===== src/rtl/max_unit_pkg.sv =====
// Shared types and default sizing for the max-unit request scheduler.
package max_unit_pkg;

  localparam int DEF_WIDTH       = 32;
  localparam int DEF_TIMEOUT_CYC = 255;

  typedef enum logic [2:0] {
    IDLE,
    ISSUE,
    WAIT_LOW,
    WAIT_HIGH,
    RESPOND
  } state_e;

endpackage


===== src/rtl/max_unit_scheduler_rr_arbiter.sv =====
// Combinational round-robin pick: nearest requester after last_grant wins.
module rr_arbiter #(
  parameter int N_REQ = 4,
  parameter int IDX_W = (N_REQ > 1) ? $clog2(N_REQ) : 1
) (
  input  logic [N_REQ-1:0] req,
  input  logic [IDX_W-1:0] last_grant,
  output logic [IDX_W-1:0] grant_idx,
  output logic             grant_valid
);

  function automatic logic [IDX_W-1:0] wrap_idx(input int unsigned v);
    return IDX_W'(v % N_REQ);
  endfunction

  // Offsets walked from farthest to nearest so the nearest active requester
  // is the last assignment; offset N_REQ (last_grant itself) ranks lowest.
  always_comb begin
    grant_idx   = '0;
    grant_valid = 1'b0;
    for (int k = N_REQ; k >= 1; k--) begin
      if (req[wrap_idx(int'(last_grant) + k)]) begin
        grant_idx   = wrap_idx(int'(last_grant) + k);
        grant_valid = 1'b1;
      end
    end
  end

endmodule


===== src/rtl/max_unit_scheduler.sv =====
// Shares one max unit among N_REQ requesters: round-robin grant, operand
// latch, start/done handshake with stale-done filtering and a wait timeout.
//
// state     | meaning
// IDLE      | no operation; grant on any request
// ISSUE     | one-cycle unit_start, timeout counter cleared
// WAIT_LOW  | wait for the previous operation's done to drop
// WAIT_HIGH | wait for done of this operation
// RESPOND   | one-cycle ack to the granted requester
module max_unit_scheduler
  import max_unit_pkg::*;
#(
  parameter int N_REQ       = 4,
  parameter int WIDTH       = DEF_WIDTH,
  parameter int TIMEOUT_CYC = DEF_TIMEOUT_CYC
) (
  input  logic                   clk,
  input  logic                   reset,
  input  logic [N_REQ-1:0]       req,
  input  logic [N_REQ*WIDTH-1:0] req_a,
  input  logic [N_REQ*WIDTH-1:0] req_b,
  output logic [N_REQ-1:0]       ack,
  output logic [WIDTH-1:0]       resp_result,
  output logic                   resp_err,
  output logic                   busy,
  output logic                   unit_start,
  output logic [WIDTH-1:0]       unit_a,
  output logic [WIDTH-1:0]       unit_b,
  input  logic [WIDTH-1:0]       unit_result,
  input  logic                   unit_done
);

  localparam int IDX_W = (N_REQ > 1) ? $clog2(N_REQ) : 1;
  localparam int CNT_W = $clog2(TIMEOUT_CYC + 1);

  state_e             state_q, state_d;
  logic [IDX_W-1:0]   grant_q, grant_d;
  logic [IDX_W-1:0]   last_grant_q, last_grant_d;
  logic [WIDTH-1:0]   a_q, a_d, b_q, b_d;
  logic [WIDTH-1:0]   result_q, result_d;
  logic               err_q, err_d;
  logic [CNT_W-1:0]   cnt_q, cnt_d;
  logic [CNT_W-1:0]   cnt_inc;
  logic               timed_out;
  logic [IDX_W-1:0]   arb_idx;
  logic               arb_valid;
  logic [WIDTH-1:0]   op_a [N_REQ];
  logic [WIDTH-1:0]   op_b [N_REQ];

  for (genvar g = 0; g < N_REQ; g++) begin : g_ops
    assign op_a[g] = req_a[g*WIDTH +: WIDTH];
    assign op_b[g] = req_b[g*WIDTH +: WIDTH];
  end

  rr_arbiter #(
    .N_REQ (N_REQ),
    .IDX_W (IDX_W)
  ) u_rr_arbiter (
    .req         (req),
    .last_grant  (last_grant_q),
    .grant_idx   (arb_idx),
    .grant_valid (arb_valid)
  );

  assign cnt_inc   = cnt_q + 1'b1;
  assign timed_out = (cnt_inc == CNT_W'(TIMEOUT_CYC));

  always_ff @(posedge clk) begin
    if (reset) begin
      state_q      <= IDLE;
      grant_q      <= '0;
      last_grant_q <= IDX_W'(N_REQ - 1);
      a_q          <= '0;
      b_q          <= '0;
      result_q     <= '0;
      err_q        <= 1'b0;
      cnt_q        <= '0;
    end else begin
      state_q      <= state_d;
      grant_q      <= grant_d;
      last_grant_q <= last_grant_d;
      a_q          <= a_d;
      b_q          <= b_d;
      result_q     <= result_d;
      err_q        <= err_d;
      cnt_q        <= cnt_d;
    end
  end

  always_comb begin
    state_d      = state_q;
    grant_d      = grant_q;
    last_grant_d = last_grant_q;
    a_d          = a_q;
    b_d          = b_q;
    result_d     = result_q;
    err_d        = err_q;
    cnt_d        = cnt_q;
    unique case (state_q)
      IDLE: begin
        if (arb_valid) begin
          grant_d      = arb_idx;
          last_grant_d = arb_idx;
          a_d          = op_a[arb_idx];
          b_d          = op_b[arb_idx];
          state_d      = ISSUE;
        end
      end
      ISSUE: begin
        cnt_d   = '0;
        state_d = WAIT_LOW;
      end
      WAIT_LOW: begin
        cnt_d = cnt_inc;
        if (timed_out) begin
          result_d = '0;
          err_d    = 1'b1;
          state_d  = RESPOND;
        end else if (!unit_done) begin
          state_d = WAIT_HIGH;
        end
      end
      WAIT_HIGH: begin
        cnt_d = cnt_inc;
        // A real completion on the last allowed cycle beats the timeout.
        if (unit_done) begin
          result_d = unit_result;
          err_d    = 1'b0;
          state_d  = RESPOND;
        end else if (timed_out) begin
          result_d = '0;
          err_d    = 1'b1;
          state_d  = RESPOND;
        end
      end
      RESPOND: begin
        state_d = IDLE;
      end
      default: state_d = IDLE;
    endcase
  end

  always_comb begin
    ack = '0;
    if (state_q == RESPOND) begin
      ack[grant_q] = 1'b1;
    end
    busy        = (state_q != IDLE);
    unit_start  = (state_q == ISSUE);
    unit_a      = a_q;
    unit_b      = b_q;
    resp_result = result_q;
    resp_err    = err_q;
  end

endmodule


===== config.mk =====
export PLATFORM = sky130hd
export DESIGN_NAME = max_unit_scheduler
export DESIGN_NICKNAME = d
export VERILOG_FILES = /design/src/rtl/max_unit_pkg.sv /design/src/rtl/max_unit_scheduler_rr_arbiter.sv /design/src/rtl/max_unit_scheduler.sv
export SDC_FILE = /design/constraint.sdc
export NUM_CORES = 1
export LEC_CHECK = 0
export BUFFER_PORTS_ARGS = -buffer_cell sky130_fd_sc_hd__buf_2
export CORE_AREA = 4 4 154 156
export DETAILED_ROUTE_END_ITERATION = 16
export DIE_AREA = 0 0 158 160
export SLEW_MARGIN = 25
export SYNTH_ARGS = -nofsm -noshare
export SYNTH_HDL_FRONTEND = slang
export SYNTH_SLANG_ARGS = --single-unit

===== constraint.sdc =====
create_clock -name clk -period 2.6 [get_ports clk]
set_input_delay 0.39 -clock clk [delete_from_list [all_inputs] [get_ports clk]]
set_output_delay 0.39 -clock clk [all_outputs]
set_load 0.1 [all_outputs]

## Word level (Yosys, flattened, before mapping)

Index checks and enable logic that the tools add are counted.

| storage, ports and cells | value |
|---|---|
| word-level logic and storage cells | 75 |
| input port bits | 295 |
| output and inout bits | 103 |
| register bits | 112 |

| cells by class | value |
|---|---|
| multiplexer cells | 38 |
| order comparisons | 7 |
| equal/unequal tests | 8 |
| bitwise logic cells | 1 |
| reductions and logical operators | 8 |
| add/sub/neg operators | 5 |

Operators by type and width:

| operator | number |
|---|---|
| $mux W32 | 6 |
| $bmux W32 S2 | 2 |
| $pmux W32 S2 | 1 |
| $pmux W8 S2 | 1 |
| $lt A2 B3 Y1 const B | 5 |
| $mux W3 | 5 |
| $pmux W3 S4 | 1 |
| $mux W1 | 11 |
| $add A8 B1 Y8 const B | 1 |
| $bmux W1 S2 | 4 |
| $eq A8 B8 Y1 const B | 1 |
| $mux W2 | 4 |
| $eq A3 B2 Y1 const B | 2 |
| $ne A3 B3 Y1 const B | 2 |
| $add A2 B1 Y2 const B | 2 |
| $add A2 B2 Y2 const B | 2 |
| $mux W4 | 1 |
| $reduce_bool A2 Y1 | 2 |
| $eq A3 B1 Y1 const B | 1 |
| $eq A3 B3 Y1 const B | 1 |
| $ge A3 B3 Y1 const B | 1 |
| $logic_not A3 Y1 | 1 |
| $not A2 Y3 | 1 |
| $reduce_and A3 Y1 | 1 |
| other kinds (8) | 8 |

## Depth between registers and ports, before layout

Gate-level depths: netlist of the first run.

| logic depth | value |
|---|---|
| depth after elaboration | 11 |
| depth in mapped cells | 7 |
| mapped depth without buffers | 6 |

## Modules after synthesis

A second synthesis of the first run with hierarchy kept.

| second synthesis, totals | value |
|---|---|
| cells, all modules | 628 |
| area total of the unflattened synthesis | 5994.5 um^2 |

Modules (own cells, without submodules):

| module | cells an instance | sequential area each (um^2) | area an instance (um^2) | instances |
|---|---|---|---|---|
| max_unit_scheduler | 614 | 2242.2 | 5903.2 | 1 |
| rr_arbiter | 14 | 0.0 | 91.3 | 1 |

## Worst setup path after synthesis of the first run

No wires, ideal clock.

| timing path | value |
|---|---|
| kind | register -> output |
| from | reg state_q[2] |
| to | out unit_start |
| stages on the path, launching flop included | 3 |
| data required time | 2210 ps |
| setup slack | -505 ps |
| path buffers | 1 |
| arrival | 2715 ps |
| cell sequence | dfxtp_1 > clkbuf_1 > nor3b_1 |

| between the ends | value |
|---|---|
| cells in the longest elaborated chain, start to end | 1 |

RTL lines:

| what | RTL line | RTL |
|---|---|---|
| from (decl) | max_unit_scheduler.sv:36 | `state_e state_q, state_d;` |
| from (signal assigned) | max_unit_scheduler.sv:79 | `state_q <= state_d;` |
| $eq A3 B1 Y1 | max_unit_scheduler.sv:149 | `unit_start = (state_q == ISSUE);` |
| to (decl) | max_unit_scheduler.sv:26 | `output logic unit_start,` |

No other way between the ends.

## Worst setup path after layout of the first run

| timing path | value |
|---|---|
| from | reg state_q[2] |
| to | reg b_q[14] (netlist: unit_b[14]) |

| between the ends | value |
|---|---|
| cells in the longest elaborated chain, start to end | 2 |

RTL lines:

| what | RTL line | RTL |
|---|---|---|
| $logic_not A3 Y1 | max_unit_scheduler.sv:99 | `unique case (state_q)` |
| $reduce_and A2 Y1 (no source line) | -- |  |
| to (signal assigned) | max_unit_scheduler.sv:74 | `b_q <= '0;` |
| to (signal assigned) | max_unit_scheduler.sv:83 | `b_q <= b_d;` |
| to (decl) | max_unit_scheduler.sv:39 | `logic [WIDTH-1:0] a_q, a_d, b_q, b_d;` |

No other way between the ends.
A chain may end at the register's enable or synchronous reset.

==> metrics, run 1 <==
Required @ worst endpoint roughly 2.9 ns; Crit path largest cell delay 0.46 ns; # diodes 0; Rel. slew slack 39.5%; setup violators final 0; hold_sp unit_result[4]; top-area cell type share of the netlist area between 30% and 40%; CP max stage cell or3_4; initial antenna violation count 1; vias in the first global route about 6500; Port Buffers 397; io pins 398; slew of the pin with the lowest slew margin between 0.8 and 0.9 ns; CTS max path bufs 2; CTS resizes 0; mapped cell area approximately 6300 um^2; fin. max-slew vios 0; area leader, netlist dfxtp_1; CP Max Fanout 20; hold-critical path depth 3; initial core utilization 28.1%; TritonCTS clock tree built; FF+latch count, synth 112; Remaining Overflow, GRT 0; P_leak 4.01 nW; most common cell in the netlist mux2i_1; Routed WL per cell 18.3 um; final clock period utilization by the worst path between 80 and 90%; CP Class reg2reg; Rows 55; CP arrival approximately 2.6 ns; Power Density roughly 890 nW/um^2; # hold bufs at CTS 0; clock sink count 112; GP Congestion between 0.8 and 0.9; Synth top cells by count 128 x mux2i_1, 112 x dfxtp_1, 74 x nand2_1, 60 x o221ai_2, 40 x a21oi_1; Synth Flop Type dfxtp_1; Post-CTS Setup Inserts 0; worst hold path type in2reg; die height between 150 and 200 um; Synth Net Count about 900; Final min period around 2.3 ns; via count between 6000 and 7000; Seq/Total Area, Yosys between 30% and 40%; Worst Hold Path EP resp_result[4]; hold slack between 0.3 and 0.4 ns; Avg Vias per Cell 4.99; pin count of the biggest net entering global routing 46; final hold violations 0; Die Width 158 um; total CTS buffers 9; Post-synth EDFFs 0; WP buf/inv 1; worst-case reg-to-reg path depth 6; reg-to-reg critical path startpoint state_q[2]; first-pass GRT wire length 35.1 mm; Overall Global Routing Usage about 17%; DRC Markers 0; Startpoint Class flop; antenna violation net count after detailed routing 0; core box area 22400 um^2; status finished clean; Syn Inst Count ~630; maximum vdd ir drop slightly below 0.4 mV; CP Depth 6; RR Endpoint unit_b[14]; r2r setup slk roughly 0.31 ns; Root Driver clkbuf_16; CP delay by family, top simple AND/OR/NAND/NOR gates; Syn Area/Cell between 10 and 15 um^2; Post-Route WL roughly 23 mm; # nets final 1288; Critical Path End Type flop; fraction of layout cells with a size suffix above 1 between 50% and 60%; main area contributors after synthesis dfxtp_1 36%, mux2i_1 20%, o221ai_2 14%, nand2_1 4.4%, a22oi_1 3.9%; Area growth syn-to-layout 40.3%; Setup TNS Final 0 ns; Fmax achieved between 0.4 and 0.5 GHz; H-tree level count 3; critical path cell sequence or3_4, a21o_1, nor2_1, nand2_4, buf_12, o221ai_2; Worst-path clk slew 0.09 ns; Post-synth ARST share 0%; die footprint 25300 um^2; fin worst setup slack 0.314 ns; drt first pass iters 6; DP Wirelength 17.9 mm; Max-cap violations 0; Setup Skew approximately 0.014 ns; DRT iter0 DRCs approximately 250; YS warnings 0; Setup WS pre-CTS between 0.05 and 0.06 ns; Worst-Skew Late Latency 0.35 ns; RSZ-0062 raised after global routing no; Netlist cell types 42
==> flip-flops by register name, indices dropped and copies added, names as in the netlist <==
| name | cells |
|---|---|
| resp_result | 32 |
| unit_a | 32 |
| unit_b | 32 |
| cnt_q | 8 |
| state_q | 3 |
| grant_q | 2 |
| last_grant_q | 2 |
| resp_err | 1 |
==> cell families after synthesis <==
family          count (synthesis)  share of synthesized area [%]
compound gates                188                           28.8
mux                           129                           20.5
simple gates                  127                           8.79
flops                         112                           35.6
buf+inv                        67                           5.41
xor+xnor                        3                          0.417
fa+ha+maj                       2                          0.397
==> worst reg2reg max path, cell delays in order, from the launching register on <==
cell and delay [ns]:
dfxtp_1 0.42, or3_4 0.46, a21o_1 0.23, nor2_1 0.28
nand2_4 0.29, buf_12 0.30, o221ai_2 0.21
==> stage by stage <==
stage | cell area (um^2) | util (%) | std cells | total power [W]
4_1_cts | 8830 | 39.5 | 1280 | 0.00793
2_1_floorplan | 6290 | - | 628 | 0.00568
3_5_place_dp | 8560 | 38.3 | 1265 | 0.00657
3_3_place_gp | 8560 | 38.3 | 1265 | 0.00655
6_report | 8830 | 39.5 | 1280 | 0.00784
5_1_grt | 8830 | 39.5 | 1280 | 0.00818
==> power breakdown <==
part           switching (W)  internal [W]  leakage (nW)
clock               0.000683      0.000653         0.132
combinational        0.00327       0.00101          2.96
sequential          0.000186       0.00204         0.918
total                0.00414       0.00370          4.01
==> layout by cell type (no fill, tap or decap), drive strengths merged, types with 3 or more instances in the layout <==
| master | n |
|---|---|
| nor3b | 3 |
| buf | 415 |
| clkbuf | 9 |
| o21ai | 5 |
| clkinv | 3 |
| a22oi | 33 |
| nand3 | 4 |
| or2 | 3 |
| o311ai | 33 |
| inv | 6 |
| nor2 | 24 |
| or3 | 3 |
| nor2b | 5 |
| xnor2 | 3 |
| nand2 | 74 |
| dfxtp | 112 |
| o221ai | 64 |
| mux2i | 128 |
| a21oi | 40 |
| nor3 | 6 |
==> area by class of cell <==
type                    instances  area [um^2]
clock buffers                   9          225
flip-flops and latches        112         2240
clock inverters                 6         43.8
fillers                      2283        13500
multi-input cells             449         3760
well taps                     285          357
repair buffers                415         2180
inverters                       4         15.0
==> layer usage <==
metal / GRT usage [%] / routed length [um]
met3: 4.55 / 1930
met4: 4.38 / 432
met2: 30.1 / 11400
met5: 0 / 20
met1: 21.2 / 9680
==> how the worst max path moves through the flow <==
stage,from,endpoint,slack [ns]
3_3_place_gp,req[1],unit_a[30],0.08
5_1_grt,cnt_q[0],resp_result[30],0.18
4_1_cts,state_q[2],unit_b[14],0.32
6_report,state_q[2],unit_b[14],0.31
3_5_place_dp,req[1],unit_a[30],0.05
2_1_floorplan,state_q[2],unit_start,-0.50
(Power assumes the default switching activity.)
==> run 2: changes to the inputs <==
Settings changed: BUFFER_PORTS_ARGS -buffer_cell sky130_fd_sc_hd__buf_2 to not set, CORE_AREA 4 4 154 156 to 4 4 152 154, DIE_AREA 0 0 158 160 to 0 0 156 158, DONT_BUFFER_PORTS set to 1.
Clock period 2.6 ns to 2.65 ns, I/O delays scaled along.
==> metrics, run 2 (synthesis gave the netlist of run 1 again) <==
status finished clean; fraction of layout cells with a size suffix above 1 24.6% (-26 points); # nets final 935 (-27%); Required @ worst endpoint 2.92 ns (+0.06 ns); P_leak 2.59 nW (-36%); area of the multi-input gates 3780 um^2 (+0.53%); CTS max path bufs 2 (unchanged); Logic pwr share 37.2% (-17 points); Avg Vias per Cell 5.61 (+12%); Setup Skew 0.0107 ns (-0.00330 ns); vias in the first global route 5060 (-22%); core box area 21700 um^2 (-3.0%); most common cell after layout, fill and taps aside mux2i_1; Cells after DPL 907 (-28%); Crit path largest cell delay 0.59 ns (+0.13 ns); hold slack 0.103 ns (-0.221 ns); DRT iter0 DRCs 332 (+36%); io pins 398 (unchanged); Fmax achieved 0.473 GHz (+8.2%); CP Class reg2reg; Clock Power Share 17.7% (+0.7 points); Reg area 2240 um^2 (unchanged); Reg power frac 45.1% (+17 points); antenna violation net count after detailed routing 0 (unchanged); switching pwr 0.00392 W (-5.4%); Worst-path clk slew 0.08 ns (about the same); Fillers 2176 (-4.7%); Post-CTS Setup Inserts 0 (unchanged); fin. max-slew vios 0 (unchanged); CP Max Fanout 42 (+110%); Remaining Overflow, GRT 0 (unchanged); DP Wirelength 16.4 mm (-8.2%); WP buf/inv 1 (unchanged); Crit path top cell by count or3_4; total CTS buffers 9 (unchanged); setup violators final 0 (unchanged); Area growth syn-to-layout 15.1%; Max-cap violations 0 (unchanged); Final min period 2.11 ns (-0.173 ns); Placement Cell Area 6970 um^2 (-19%); Design Area, Final 7250 um^2 (-18%); Die Width 156 um (-1.3%); CTS resizes 0 (unchanged); Startpoint Class flop; switching fraction of total power 52.9% (+0.074 points); die footprint 24600 um^2 (-2.5%); initial antenna violation count 2 (+1); Post-Route WL 21.4 mm (-8.7%); maximum vdd ir drop 0.363 mV (-7.0%); Root Driver clkbuf_16; most frequent cells in the layout 128 x mux2i_1, 112 x dfxtp_1, 73 x nand2_1; Finished Layout Cells 922 (-28%); CP arrival 2.38 ns (-0.17 ns); critical path cell sequence or3_4, a21o_1, or3_4, buf_16, o221ai_2; first-pass GRT wire length 30.4 mm (-14%); Worst-Skew Late Latency 0.35 ns (about the same); final clock period utilization by the worst path 79.7% (-8.2 points); die height 158 um (-1.3%); fin worst setup slack 0.537 ns (+0.223 ns); Setup WS pre-CTS 0.478 ns (+0.428 ns); Critical Path End Type flop; CP max stage cell or3_4; worst hold path type in2reg; P_int 0.00349 W (-5.7%); GP Congestion 0.779 (-5.1%); Port Buffers 0 (-100%); RSZ-0062 raised after global routing no; initial core utilization 29.0% (+0.88 points); # hold bufs at CTS 0 (unchanged); slew of the pin with the lowest slew margin 1.02 ns (+0.126 ns); DRC Markers 0 (unchanged); clock sink count 112 (unchanged); Rows 54 (-1.8%); drt first pass iters 5 (-1); pin count of the biggest net entering global routing 64 (+39%); Overall Global Routing Usage 15.8% (-1.5 points); Power Density 1020 nW/um^2 (+15%); Routed WL per cell 23.2 um (+27%); Rel. slew slack 31.8% (-7.7 points); # diodes 0 (unchanged); via count 5169 (-19%); final hold violations 0 (unchanged); H-tree level count 3 (unchanged); TritonCTS clock tree built; CP delay by family, top simple AND/OR/NAND/NOR gates
[run 2: cell count changes in the layout (fill, tap and decap cells not counted), moves of 2 or more]
cell,previous run,this run
buf_2,397,0
nor2_1,22,20
buf_16,0,2
buf_4,13,55
buf_12,5,3
nor3_1,5,3
nor3_2,1,3
clkbuf_16,9,11
nor2_2,1,3
[run 2: area by class of cell]
cell class	instances	area share, %
clock buffer	10	3.30
timing repair buffer	62	7.98
sequential	112	30.9
clock inverter	5	0.553
multi-input combinational	449	52.2
inverter	4	0.207
tap	280	4.84
[run 2: worst paths after layout]
path	slack, ns	startpoint	cells past startpoint	end
worst max-delay path	0.54	state_q[2]	5	unit_b[31]
worst min register to register	0.50	unit_b[22]	2	unit_b[22]
worst min-delay path	0.10	reset	1	resp_result[12]
worst max register to register	0.54	state_q[2]	5	unit_b[31]
[run 2: power groups by stage]
stage	combinational (W)	sequential (W)	clock, W
6_report	0.00275	0.00334	0.00131
5_1_grt	0.00292	0.00337	0.00146
4_1_cts	0.00278	0.00334	0.00138
3_5_place_dp	0.00278	0.00337	0
3_3_place_gp	0.00274	0.00338	0
2_1_floorplan	0.00130	0.00428	0
[run 2: layer usage]
layer  track usage, %  vias up  share of wire [%]
li1                 -     2442                  -
met1             19.1     2432                 37
met2             26.1      266                 49
met3             6.10       25                 11
met4             5.00        4                2.3
met5                0        -               0.19
[run 2: per-stage QoR]
step	TNS (ns)	power, W	utilization, %
after floorplan	-1.35	0.00557	-
after global placement	0	0.00611	32.0
after detailed placement	0	0.00615	32.1
after CTS	0	0.00750	33.4
after global routing	0	0.00774	33.4
final	0	0.00741	33.4
[run 2: worst register-to-register path: cells and delay by family, from the launching register on]
family	cells	cell delay, ns
flip-flops	1	0.32
buffers and inverters	1	0.28
AND/OR/NAND/NOR	2	0.98
AO/OA/AOI/OAI	2	0.45
